--- src/rtl/sdram_write_burst_feeder.sv ---
// sdram_write_burst_feeder: buffers a word stream into fixed-length SDRAM write bursts with auto-incremented address
module sdram_write_burst_feeder #(
  parameter int ADDR_WIDTH = 24,
  parameter int DATA_WIDTH = 16,
  parameter int BURST_LENGTH = 8,
  parameter logic [DATA_WIDTH-1:0] PAD_VALUE = '0
) (
  input  logic                  clk,
  input  logic                  rst,
  input  logic                  start,
  input  logic [ADDR_WIDTH-1:0] base_addr,
  input  logic                  s_valid,
  output logic                  s_ready,
  input  logic [DATA_WIDTH-1:0] s_data,
  input  logic                  s_last,
  output logic                  writer_valid,
  input  logic                  writer_ready,
  output logic [ADDR_WIDTH-1:0] writer_addr,
  output logic [DATA_WIDTH-1:0] writer_data,
  output logic                  busy,
  output logic                  done,
  output logic [15:0]           burst_count
);
  localparam int DEPTH = 2 * BURST_LENGTH;
  localparam int PW = $clog2(DEPTH);
  localparam int OW = $clog2(DEPTH + 1);
  localparam int BW = $clog2(BURST_LENGTH);
  localparam int TW = BW + 1;
  typedef enum logic [2:0] {S_IDLE, S_WAIT, S_CMD, S_DATA, S_DONE} state_t;
  state_t state_q, state_d, exit_state;
  logic [DATA_WIDTH-1:0] mem_q [DEPTH];
  logic [PW-1:0] wr_ptr_q, rd_ptr_q;
  logic [OW-1:0] occ_q, occ_d, exit_occ;
  logic [ADDR_WIDTH-1:0] addr_q;
  logic [15:0] burst_count_q;
  logic busy_q, last_seen_q;
  logic [BW-1:0] beat_q;
  logic [TW-1:0] tail_q;
  logic push, pop, hs, pad, burst_end;
  assign s_ready = busy_q && !last_seen_q && occ_q < OW'(DEPTH);
  assign busy = busy_q;
  assign burst_count = burst_count_q;
  assign push = s_valid && s_ready;
  assign hs = writer_valid && writer_ready;
  assign pad = {1'b0, beat_q} >= tail_q;
  assign pop = state_q == S_DATA && hs && !pad;
  assign burst_end = state_q == S_DATA && hs && beat_q == BW'(BURST_LENGTH - 1);
  assign occ_d = occ_q + OW'(push) - OW'(pop);
  assign exit_occ = state_q == S_DATA ? occ_d : occ_q;
  assign exit_state = (exit_occ >= OW'(BURST_LENGTH) || (last_seen_q && exit_occ != '0)) ? S_CMD :
                      last_seen_q ? S_DONE : S_WAIT;
  always_ff @(posedge clk) begin
    if (rst) state_q <= S_IDLE;
    else state_q <= state_d;
  end
  always_comb begin
    state_d = state_q;
    case (state_q)
      S_IDLE:  state_d = start ? S_WAIT : S_IDLE;
      S_WAIT:  state_d = exit_state;
      S_CMD:   state_d = writer_ready ? S_DATA : S_CMD;
      S_DATA:  state_d = burst_end ? exit_state : S_DATA;
      default: state_d = S_IDLE;
    endcase
  end
  always_comb begin
    writer_valid = state_q == S_CMD || state_q == S_DATA;
    writer_addr = state_q == S_CMD ? addr_q : '0;
    writer_data = state_q == S_DATA ? (pad ? PAD_VALUE : mem_q[rd_ptr_q]) : '0;
    done = state_q == S_DONE;
  end
  always_ff @(posedge clk) begin
    if (push) mem_q[wr_ptr_q] <= s_data;
  end
  always_ff @(posedge clk) begin
    if (rst) begin
      wr_ptr_q <= '0;
      rd_ptr_q <= '0;
      occ_q <= '0;
      addr_q <= '0;
      burst_count_q <= '0;
      busy_q <= 1'b0;
      last_seen_q <= 1'b0;
      beat_q <= '0;
      tail_q <= '0;
    end else begin
      occ_q <= occ_d;
      if (push) wr_ptr_q <= wr_ptr_q + PW'(1);
      if (pop) rd_ptr_q <= rd_ptr_q + PW'(1);
      if (push && s_last) last_seen_q <= 1'b1;
      if (state_q == S_IDLE && start) begin
        addr_q <= base_addr;
        burst_count_q <= '0;
        busy_q <= 1'b1;
      end
      if (state_q == S_CMD && writer_ready) begin
        beat_q <= '0;
        tail_q <= occ_q >= OW'(BURST_LENGTH) ? TW'(BURST_LENGTH) : TW'(occ_q);
      end
      if (state_q == S_DATA && hs) beat_q <= beat_q + BW'(1);
      if (burst_end) begin
        addr_q <= addr_q + ADDR_WIDTH'(BURST_LENGTH);
        burst_count_q <= burst_count_q + 16'd1;
      end
      if (state_q == S_DONE) begin
        busy_q <= 1'b0;
        last_seen_q <= 1'b0;
      end
    end
  end
endmodule

--- config.mk ---
export PLATFORM = sky130hd
export DESIGN_NAME = sdram_write_burst_feeder
export DESIGN_NICKNAME = d
export VERILOG_FILES = /design/src/rtl/sdram_write_burst_feeder.sv
export SDC_FILE = /design/constraint.sdc
export NUM_CORES = 1
export LEC_CHECK = 0
export ABC_AREA = 1
export BUFFER_PORTS_ARGS = -buffer_cell sky130_fd_sc_hd__buf_4
export CAP_MARGIN = 20
export CORE_ASPECT_RATIO = 2
export CORE_MARGIN = 3
export CORE_UTILIZATION = 55
export DETAILED_ROUTE_END_ITERATION = 8
export PLACE_DENSITY = 0.73
export SYNTH_ARGS = -nofsm -noshare
export SYNTH_HDL_FRONTEND = slang
export SYNTH_SLANG_ARGS = --single-unit
--- constraint.sdc ---
create_clock -name clk -period 4 [get_ports clk]
set_clock_uncertainty 0.15 [all_clocks]
set_input_delay 0.2 -clock clk [delete_from_list [all_inputs] [get_ports clk]]
set_output_delay 0.2 -clock clk [all_outputs]
set_load 0.02 [all_outputs]
==> results of run 1 <==
[kinds of logic after synthesis]
family	count (synthesis)	share of synthesized area, %
adders and majority gates	18	1.67
buffers and inverters	155	4.46
DFF	325	65.1
xor gates and xnor gates	10	0.629
AOI/OAI and AO/OA	238	10.3
and+or+nand+nor	596	17.9
[registers in the layout, indices dropped and copies added (netlist names), named ones only]
| name | cells |
|---|---|
| beat_q | 3 |
| last_seen_q | 1 |
| wr_ptr_q | 4 |
| busy | 1 |
| state_q | 3 |
| burst_count | 16 |
| rd_ptr_q | 4 |
| mem_q | 256 |
| occ_q | 5 |
| addr_q | 24 |
| tail_q | 4 |
[cells in the mapped netlist, types with 16 or more instances]
master,number
nand2_1,343
edfxtp_1,256
a21oi_1,132
nor2_1,115
nand3_1,85
inv_1,82
dfxtp_1,69
clkbuf_1,47
a221oi_1,27
nor3_1,26
o21ai_0,26
ha_1,17
o311ai_0,16
[path summary, 6_finish.rpt]
path | startpoint | endpoint | slack, ns
setup / recovery | tail_q[1] | state_q[1] | 0.49
hold / removal | start | addr_q[0] | 0.22
setup reg to reg | tail_q[1] | state_q[1] | 0.49
hold reg to reg | addr_q[0] | addr_q[0] | 0.31
[through the flow]
stage | hold WS, ns | area, um2 | total power [mW] | setup slack, ns | utilization [%]
floorplan | 0.149 | 13900 | 4.19 | 0.847 | -
global placement | 0.290 | 15100 | 4.39 | 0.677 | 61.0
detailed placement | 0.299 | 15100 | 4.41 | 0.533 | 61.0
CTS | 0.221 | 16500 | 7.00 | 0.442 | 66.7
global route | 0.257 | 16500 | 7.21 | 0.0945 | 66.8
finish | 0.216 | 16500 | 6.98 | 0.491 | 66.8
[cell type report]
class | count | area share (%)
inverter | 88 | 2.01
multi-input combinational | 862 | 25.9
antenna | 1 | 0.0152
sequential | 325 | 55.0
timing repair buffer | 183 | 9.40
tap | 332 | 2.52
clock buffer | 35 | 4.46
clock inverter | 13 | 0.743
[worst reg2reg max path: stages, from the launching register on]
cell      delay (ns)
dfxtp_1         0.33
inv_1           0.05
ha_1            0.28
inv_1           0.06
o21bai_1        0.06
a22oi_1         0.14
nand2_1         0.13
nor2_4          0.19
inv_2           0.08
nor2_1          0.17
inv_1           0.09
nand2_1         0.07
ha_1            0.18
inv_1           0.06
fa_1            0.40
inv_1           0.07
nand3_1         0.08
nand2_1         0.09
nand2_1         0.05
nand2_1         0.08
nand3_1         0.07
nand2_1         0.13
nand2_1         0.09
nand2_1         0.07
nand2_1         0.05
nor2_1          0.13
nor2_1          0.05
[power groups by stage]
stage / clock, mW / combinational (mW) / sequential [mW]
after CTS: 2.61 / 0.609 / 3.78
after floorplan: 0 / 0.351 / 3.84
after detailed placement: 0 / 0.556 / 3.85
final: 2.59 / 0.615 / 3.78
after global placement: 0 / 0.540 / 3.85
after global routing: 2.74 / 0.680 / 3.79
[routing by layer]
metal / routed length (um) / up-vias
li1: - / 4984
met1: 11800 / 4952
met2: 18900 / 413
met3: 2050 / 90
met4: 1630 / 0
met5: 0 / -
[timing repair]
action,in CTS,in global routing
buffers inserted,0,0
setup endpoints to repair,0,0
hold endpoints to repair,303,0
hold buffers,53,0
==> results_dict.tcl, run 1 <==
set metrics [dict create \
    fillers 1911 \
    clock-root-buffer "clkbuf_16" \
    grt_usage_pct 24.9 \
    die_w_um 119 \
    grt_overflow 0 \
    cp-start-kind "flop" \
    syn2layout_area_growth_pct 18.6 \
    ys_warn_count 0 \
    powerDensity_mw_per_mm2 423 \
    first_pass_iters 5 \
    wl_um 34400 \
    fin_cells 1839 \
    min_path_cells 3 \
    max_freq_mhz 285 \
    hpwl_um 21600 \
    worstPathArrival_ns 3.76 \
    cp_num_buf_inv 6 \
    crit_top_cell "nand2_1" \
    path_clk_slew_ns 0.07 \
    clockPowerShare_pct 37.0 \
    hold_viol_final 0 \
    rsz0062_at_grt "no" \
    p_sw_share_pct 23.0 \
    endpoint_kind "flop" \
    fin_tns_setup_ns 0 \
    synth_edf_count 256 \
    slowest_stage "fa_1" \
    synth-seq-area-share_pct 65.1 \
    grt_pass1_wl_um 54100 \
    drive_gt1_share_pct 13.7 \
    core_mm2 0.0247 \
    drtIter0Drc 789 \
    layout_common_cells "343 x nand2_1, 256 x edfxtp_1, 132 x a21oi_1" \
    async_flop_share_pct 0 \
    post-place-cells 1735 \
    grtUsageMet1_pct 26.4 \
    ys_types 40 \
    postRouteAntennaNets 0 \
    grt_antenna_before_repair 1 \
    ioPinCount 106 \
    power.switching_mw 1.61 \
    die_h_um 231 \
    grt_pass1_vias 10500 \
    initial_core_util_pct 56.3 \
    synth_area_leaders "edfxtp_1 55%, dfxtp_1 9.9%, nand2_1 9.2%, a21oi_1 4.7%, nor2_1 3.1%" \
    grt_util_met3_pct 3.13 \
    grt_max_degree 86 \
    synth-main-ff-cell "edfxtp_1" \
    busiest_layer "met2" \
    power_leakage_nw 6.11 \
    timing.final.crit_share_pct 87.7 \
    critPathMaxStageDelay_ns 0.40 \
    final_common_cell "nand2_1" \
    use_met2_pct 47.5 \
    row_count 81 \
    synth_top_area_share_pct 55.2 \
    vias 10400 \
    max-clock-path-buffers 3 \
    area.sequential_mm2 0.00907 \
    netlist_area_mm2 0.0139 \
    multi_input_area_mm2 0.00428 \
    avgRoutedWirePerCell_um 18.7 \
    worst-path-stages 26 \
    synth_area_leader_cell "edfxtp_1" \
    sequentialPowerShare_pct 54.1 \
    finalMaxSlewViolations 0 \
    final.min_clock_period_ns 3.51 \
    worstMarginPinSlew_ns 1.12 \
    numCtsBuffers 27 \
    cts-resized-gates 0 \
    status "completed" \
    path_delay_family "simple AND/OR/NAND/NOR gates" \
    cp_max_fo 8 \
    drc_errors 0 \
    crit_type "reg -> reg" \
    max_slew_margin_pct 25.3 \
    p_int_mw 5.37 \
    place.gp.congestion 0.891 \
    ys_seq_elements 325 \
    worstPathRequired_ns 4.25 \
    dieArea_mm2 0.0274 \
    synthesis.nets 1406 \
    reg2reg_depth 26 \
    h-tree-depth 1 \
    power_frac_comb_pct 8.8 \
    worstSkewPairLatency_ns 0.54 \
    cts_tree "built" \
    clock_sinks 325 \
    nNetsFinal 1551 \
    irDropWorstVdd_uv 304 \
    hold_path_class "in -> reg" \
    syn_inst 1342 \
    maxCapViolations 0 \
    setup_viol 0 \
    numPortBuffers 105 \
    avgSynthCellArea_um2 10.4 \
    via_per_inst 5.68 \
]
(Power assumes the default switching activity.)
==> run 2: changes to the inputs <==
ABC_CLOCK_PERIOD_IN_PS = 3700   (was default)
clock period = 3.7 ns   (was 4 ns; I/O delays follow)
==> run 2 against run 1 <==
Compared with the run above: via count grew 3.2%; combinational power grew 12%; die area is the same; wire length grew 6.8%; non-clock buffer count grew 11; core utilization grew 0.87 points; global-route usage grew 1.7 points; cell count grew 0.65%; critical endpoint is now writer_data[15]; critical path depth shrank 20; sequential share of layout area shrank 0.70 points; clock power grew 20%; sequential power grew 7.9%.
==> results_dict.tcl, run 2 (same netlist as run 1, synthesis figures left out) <==
set metrics [dict create \
    initial_core_util_pct 56.3 \
    finalMaxSlewViolations 0 \
    dieArea_mm2 0.0274 \
    drc_errors 0 \
    grt_overflow 0 \
    worstMarginPinSlew_ns 0.929 \
    max_slew_margin_pct 37.3 \
    power_leakage_nw 6.23 \
    setup_viol 0 \
    ioPinCount 106 \
    p_int_mw 6.12 \
    cts_tree "built" \
    crit_top_cell "buf_4" \
    critPathMaxStageDelay_ns 0.88 \
    grt_usage_pct 26.6 \
    powerDensity_mw_per_mm2 471 \
    power.switching_mw 1.76 \
    irDropWorstVdd_uv 279 \
    final.min_clock_period_ns 3.48 \
    worstPathArrival_ns 3.15 \
    fillers 1927 \
    crit_chain "clkinv_1, buf_4, o311ai_0, nand2_1, nor2_1, buf_4" \
    postRouteAntennaNets 0 \
    clockPowerShare_pct 39.4 \
    numCtsBuffers 27 \
    nNetsFinal 1562 \
    power_frac_comb_pct 8.8 \
    grt_pass1_wl_um 57200 \
    rrSetupSlack_ns 0.34 \
    p_sw_share_pct 22.3 \
    fin_tns_setup_ns 0 \
    cp-start-kind "flop" \
    syn2layout_area_growth_pct 20.1 \
    placed_area_mm2 0.0151 \
    place.gp.congestion 0.880 \
    hold_path_class "in -> reg" \
    worstSkewPairLatency_ns 0.54 \
    drive_gt1_share_pct 14.6 \
    wl_um 36700 \
    core_mm2 0.0247 \
    first_pass_iters 5 \
    h-tree-depth 1 \
    maxCapViolations 0 \
    top_register "mem_q" \
    path_clk_slew_ns 0.07 \
    slowest_stage "o311ai_0" \
    final_cell_area_mm2 0.0167 \
    row_count 81 \
    grt_pass1_vias 11000 \
    die_w_um 119 \
    max_freq_mhz 287 \
    numPortBuffers 105 \
    die_h_um 231 \
    largest_reg_flops 256 \
    worstPathRequired_ns 3.37 \
    sequentialPowerShare_pct 51.8 \
    grt_max_degree 98 \
    via_per_inst 5.82 \
    grt_antenna_before_repair 1 \
    rsz0062_at_grt "no" \
    timing.final.crit_share_pct 94.1 \
    avgRoutedWirePerCell_um 19.8 \
    hpwl_um 22700 \
    endpoint_kind "primary output" \
    crit_type "reg -> out" \
    drtIter0Drc 855 \
    hold_viol_final 0 \
    cp_max_fo 45 \
    clock_sinks 325 \
    max-clock-path-buffers 3 \
    status "completed" \
    vias 10800 \
    layout_common_cells "342 x nand2_1, 256 x edfxtp_1, 133 x buf_4" \
    clock-root-buffer "clkbuf_16" \
    final_common_cell "nand2_1" \
]
run 2: changes by cell type in the layout (fill, tap and decap cells not counted), sizes merged:
cell	previous run	this run
buf	130	136
dlygate4sd3	53	58
bufinv	2	6
inv	87	85
clkbuf	35	36
clkinv	10	9
clkinvlp	2	1
run 2: final timing paths:
check,startpoint,end,depth (start not counted)
max reg2reg,tail_q[1],state_q[0],26
min,start,burst_count[8],5
min reg2reg,addr_q[2],addr_q[2],2
max,flop,writer_data[15],6
run 2: power groups by stage:
stage                     combinational, mW  clock, mW  sequential, mW
final                                 0.690       3.10            4.08
after floorplan                       0.379          0            4.15
after detailed placement              0.599          0            4.16
after global routing                  0.762       3.28            4.09
after CTS                             0.668       3.14            4.08
after global placement                0.590          0            4.16
run 2: timing repair:
action | CTS | global route
resized for setup | 0 | 6
endpoints found under the hold margin | 306 | 0
setup buffers | 0 | 3
hold buffers | 58 | 0
endpoints found under the setup margin | 0 | 3
run 2: stage by stage:
step	setup WS, ns	cells	hold slack, ns	power, mW	utilization, %
CTS	0.167	1847	0.0270	7.89	67.5
global route	0.0113	1851	0.0780	8.14	67.6
finish	0.217	1851	0.0443	7.88	67.6
global placement	0.340	1740	0.277	4.75	61.2
detailed placement	0.193	1740	0.305	4.76	61.2
floorplan	0.547	1342	0.134	4.53	-
run 2: metal layers:
layer	up-vias	wire (um)	GRT usage (%)
li1	4994	-	-
met1	5175	12300	28.3
met2	498	20000	50.5
met3	111	2500	3.37
met4	0	1850	14.2
met5	-	0	0
run 2: area by class of cell:
| cell class | count | area, um2 | area share, % |
|---|---|---|---|
| clock buffer | 36 | 749 | 4.48 |
| timing repair buffer | 194 | 1640 | 9.80 |
| inverter | 88 | 332 | 1.98 |
| antenna | 1 | 2.50 | 0.0150 |
| sequential | 325 | 9070 | 54.3 |
| tap | 332 | 415 | 2.48 |
| clock inverter | 13 | 218 | 1.30 |
| multi-input combinational | 862 | 4290 | 25.7 |
run 2: worst max-delay path: cells and delay by family, from the launching register on:
| family | cells | cell delay [ns] |
|---|---|---|
| buf+inv | 3 | 0.69 |
| compound gates | 1 | 0.88 |
| simple gates | 2 | 0.26 |
| flops | 1 | 0.73 |
==> run 3: changes to the inputs <==
ABC_AREA = 0   (was 1)
SLEW_MARGIN = 10   (was default)
==> run 3 against run 2 <==
Compared with the run above: wire length is 16% lower; sequential power hardly changed; global-route usage is 2.8 points lower; flip-flop and latch count stayed put; count of clock-buffer cells in the layout is 1 higher; largest cell class unchanged; highest routed layer unchanged.
==> results_dict.tcl, run 3 <==
set metrics [dict create \
    status "completed" \
    synth_top_area_share_pct 57.0 \
    h-tree-depth 1 \
    crit_chain "inv_1, ha_1, nand2b_1, a211oi_2, o21ai_2, or2_2, nand2_1, ha_1, inv_1, fa_1, nand2b_1, a21oi_2, xor2_1, buf_4, a31oi_1, a311oi_1" \
    setup_ws_ns 0.309 \
    slowest_stage "fa_1" \
    cp-start-kind "flop" \
    synth_area_leaders "edfxtp_1 57%, mux4_2 11%, dfxtp_1 10%, a211oi_1 1.9%, nor2_1 1.6%" \
    grt_pass1_vias 8541 \
    hold_path_class "in -> reg" \
    synth_xor_area_share_pct 0.844 \
    power_leakage_nw 5.47 \
    synth_compound_area_share_pct 5.96 \
    worstMarginPinSlew_ns 0.775 \
    via_per_inst 6.01 \
    ys_types 57 \
    top_register "mem_q" \
    irDropWorstVdd_uv 469 \
    placed_area_mm2 0.0148 \
    core_mm2 0.0240 \
    maxCapViolations 0 \
    nNetsFinal 1109 \
    worstPathRequired_ns 4.00 \
    numCtsBuffers 27 \
    finalMaxSlewViolations 0 \
    synth_top_family_by_area "multiplexers" \
    avgSynthCellArea_um2 15.3 \
    powerDensity_mw_per_mm2 475 \
    fin_cells 1353 \
    die_w_um 117 \
    cts_tree "built" \
    synthesis.nets 943 \
    final.min_clock_period_ns 3.39 \
    syn2layout_area_growth_pct 20.2 \
    initial_core_util_pct 56.2 \
    async_flop_share_pct 0 \
    syn_inst 879 \
    synth_area_leader_cell "edfxtp_1" \
    drtIter0Drc 569 \
    hp-start "rst" \
    largest_reg_flops 256 \
    post-place-cells 1260 \
    postRouteAntennaNets 0 \
    preCtsSetupSlack_ns 0.127 \
    worstSkewPairLatency_ns 0.53 \
    max-clock-path-buffers 3 \
    setup_viol 0 \
    hpwl_um 20000 \
    drc_errors 0 \
    final_core_util_pct 67.5 \
    fin_tns_setup_ns 0 \
    ys_seq_elements 325 \
    post-cts-setup-buffers 0 \
    synth-adder-area-share_pct 1.72 \
    grt_overflow 0 \
    ioPinCount 106 \
    final_cell_area_mm2 0.0162 \
    synth_simple_gate_area_share_pct 9.61 \
    grt_usage_pct 23.8 \
    numPortBuffers 105 \
    rrSetupSlack_ns 0.31 \
    grt_antenna_before_repair 1 \
    vias 8125 \
    timing.final.crit_share_pct 91.7 \
    crit_type "reg -> reg" \
    holdWs_ns 0.0360 \
    whs_endpoint "occ_q[1]" \
    hold_viol_final 0 \
    synth_edf_count 256 \
    synth-main-ff-cell "edfxtp_1" \
    post-synth-top-count-cell "edfxtp_1" \
    clock-root-buffer "clkbuf_16" \
    synth-seq-area-share_pct 67.2 \
    reg2reg_depth 16 \
    grt_pass1_wl_um 47500 \
    layout_common_cells "256 x edfxtp_1, 138 x buf_4, 65 x dfxtp_1" \
    critPathMaxStageDelay_ns 0.40 \
    dieArea_mm2 0.0266 \
    min_path_cells 2 \
    rsz0062_at_grt "no" \
    netlist_area_mm2 0.0135 \
    place.gp.congestion 0.805 \
    avgRoutedWirePerCell_um 22.8 \
    synthMuxAreaShare_pct 12.5 \
    path_clk_slew_ns 0.07 \
    synth_commonest_cells "256 x edfxtp_1, 69 x dfxtp_1, 64 x mux4_2" \
    worstPathArrival_ns 3.69 \
    ys_warn_count 0 \
    rr_endpoint "state_q[0]" \
    finalPower_mw 7.70 \
    wl_um 30800 \
    final_common_cell "edfxtp_1" \
    r2r-start "beat_q[0]" \
    die_h_um 227 \
    row_count 80 \
    clock_sinks 325 \
    drive_gt1_share_pct 27.3 \
    grt_max_degree 70 \
    cp_max_fo 4 \
    max_freq_mhz 295 \
    endpoint_kind "flop" \
    max_slew_margin_pct 48.3 \
    first_pass_iters 5 \
]
run 3: report_power, final:
part           internal (mW)  switching, mW
clock                   1.86           1.26
combinational          0.221          0.295
sequential              4.00         0.0614
run 3: routing by layer:
layer	global-route usage [%]	vias up	wire length (um)
li1	-	3742	-
met1	26.8	4058	10600
met2	44.9	257	17500
met3	2.71	68	1590
met4	9.00	0	1120
met5	0	-	0
run 3: layout make-up:
type	instances	area (um2)
flip-flops and latches	325	9080
fillers	1647	7800
multi-input cells	490	4210
repair buffers	184	1530
clock buffers	37	763
well taps	287	359
clock inverters	12	214
inverters	17	63.8
diodes	1	2.50
run 3: logic make-up after synthesis:
| family | after synthesis |
|---|---|
| buffers and inverters | 64 |
| AO/OA/AOI/OAI | 122 |
| AND/OR/NAND/NOR | 249 |
| multiplexers | 88 |
| flip-flops | 325 |
| adder cells (fa/ha/maj) | 18 |
| XOR/XNOR | 13 |
run 3: worst max-delay path: cells and delay by family, from the launching register on:
kind	cells	cell delay [ns]
compound gates	5	0.81
xor+xnor	1	0.19
fa+ha+maj	3	0.83
buf+inv	3	0.26
flops	1	0.35
simple gates	4	0.71
run 3: what timing repair did:
item                                    in CTS  in global routing
hold endpoints to repair                   292                  0
endpoints found under the setup margin       0                  3
gates resized for setup                      0                  6
hold buffers                                43                  0
run 3: how the worst max path moves through the flow:
stage          startpoint    endpoint  slack [ns]  cells after the start
4_1_cts         beat_q[0]  state_q[0]        0.11                     16
3_5_place_dp    beat_q[0]  state_q[0]        0.13                     16
5_1_grt         beat_q[0]  state_q[0]       0.004                     16
3_3_place_gp    beat_q[0]  state_q[0]        0.20                     16
2_1_floorplan   beat_q[0]  state_q[2]        0.24                     15
6_report        beat_q[0]  state_q[0]        0.31                     16
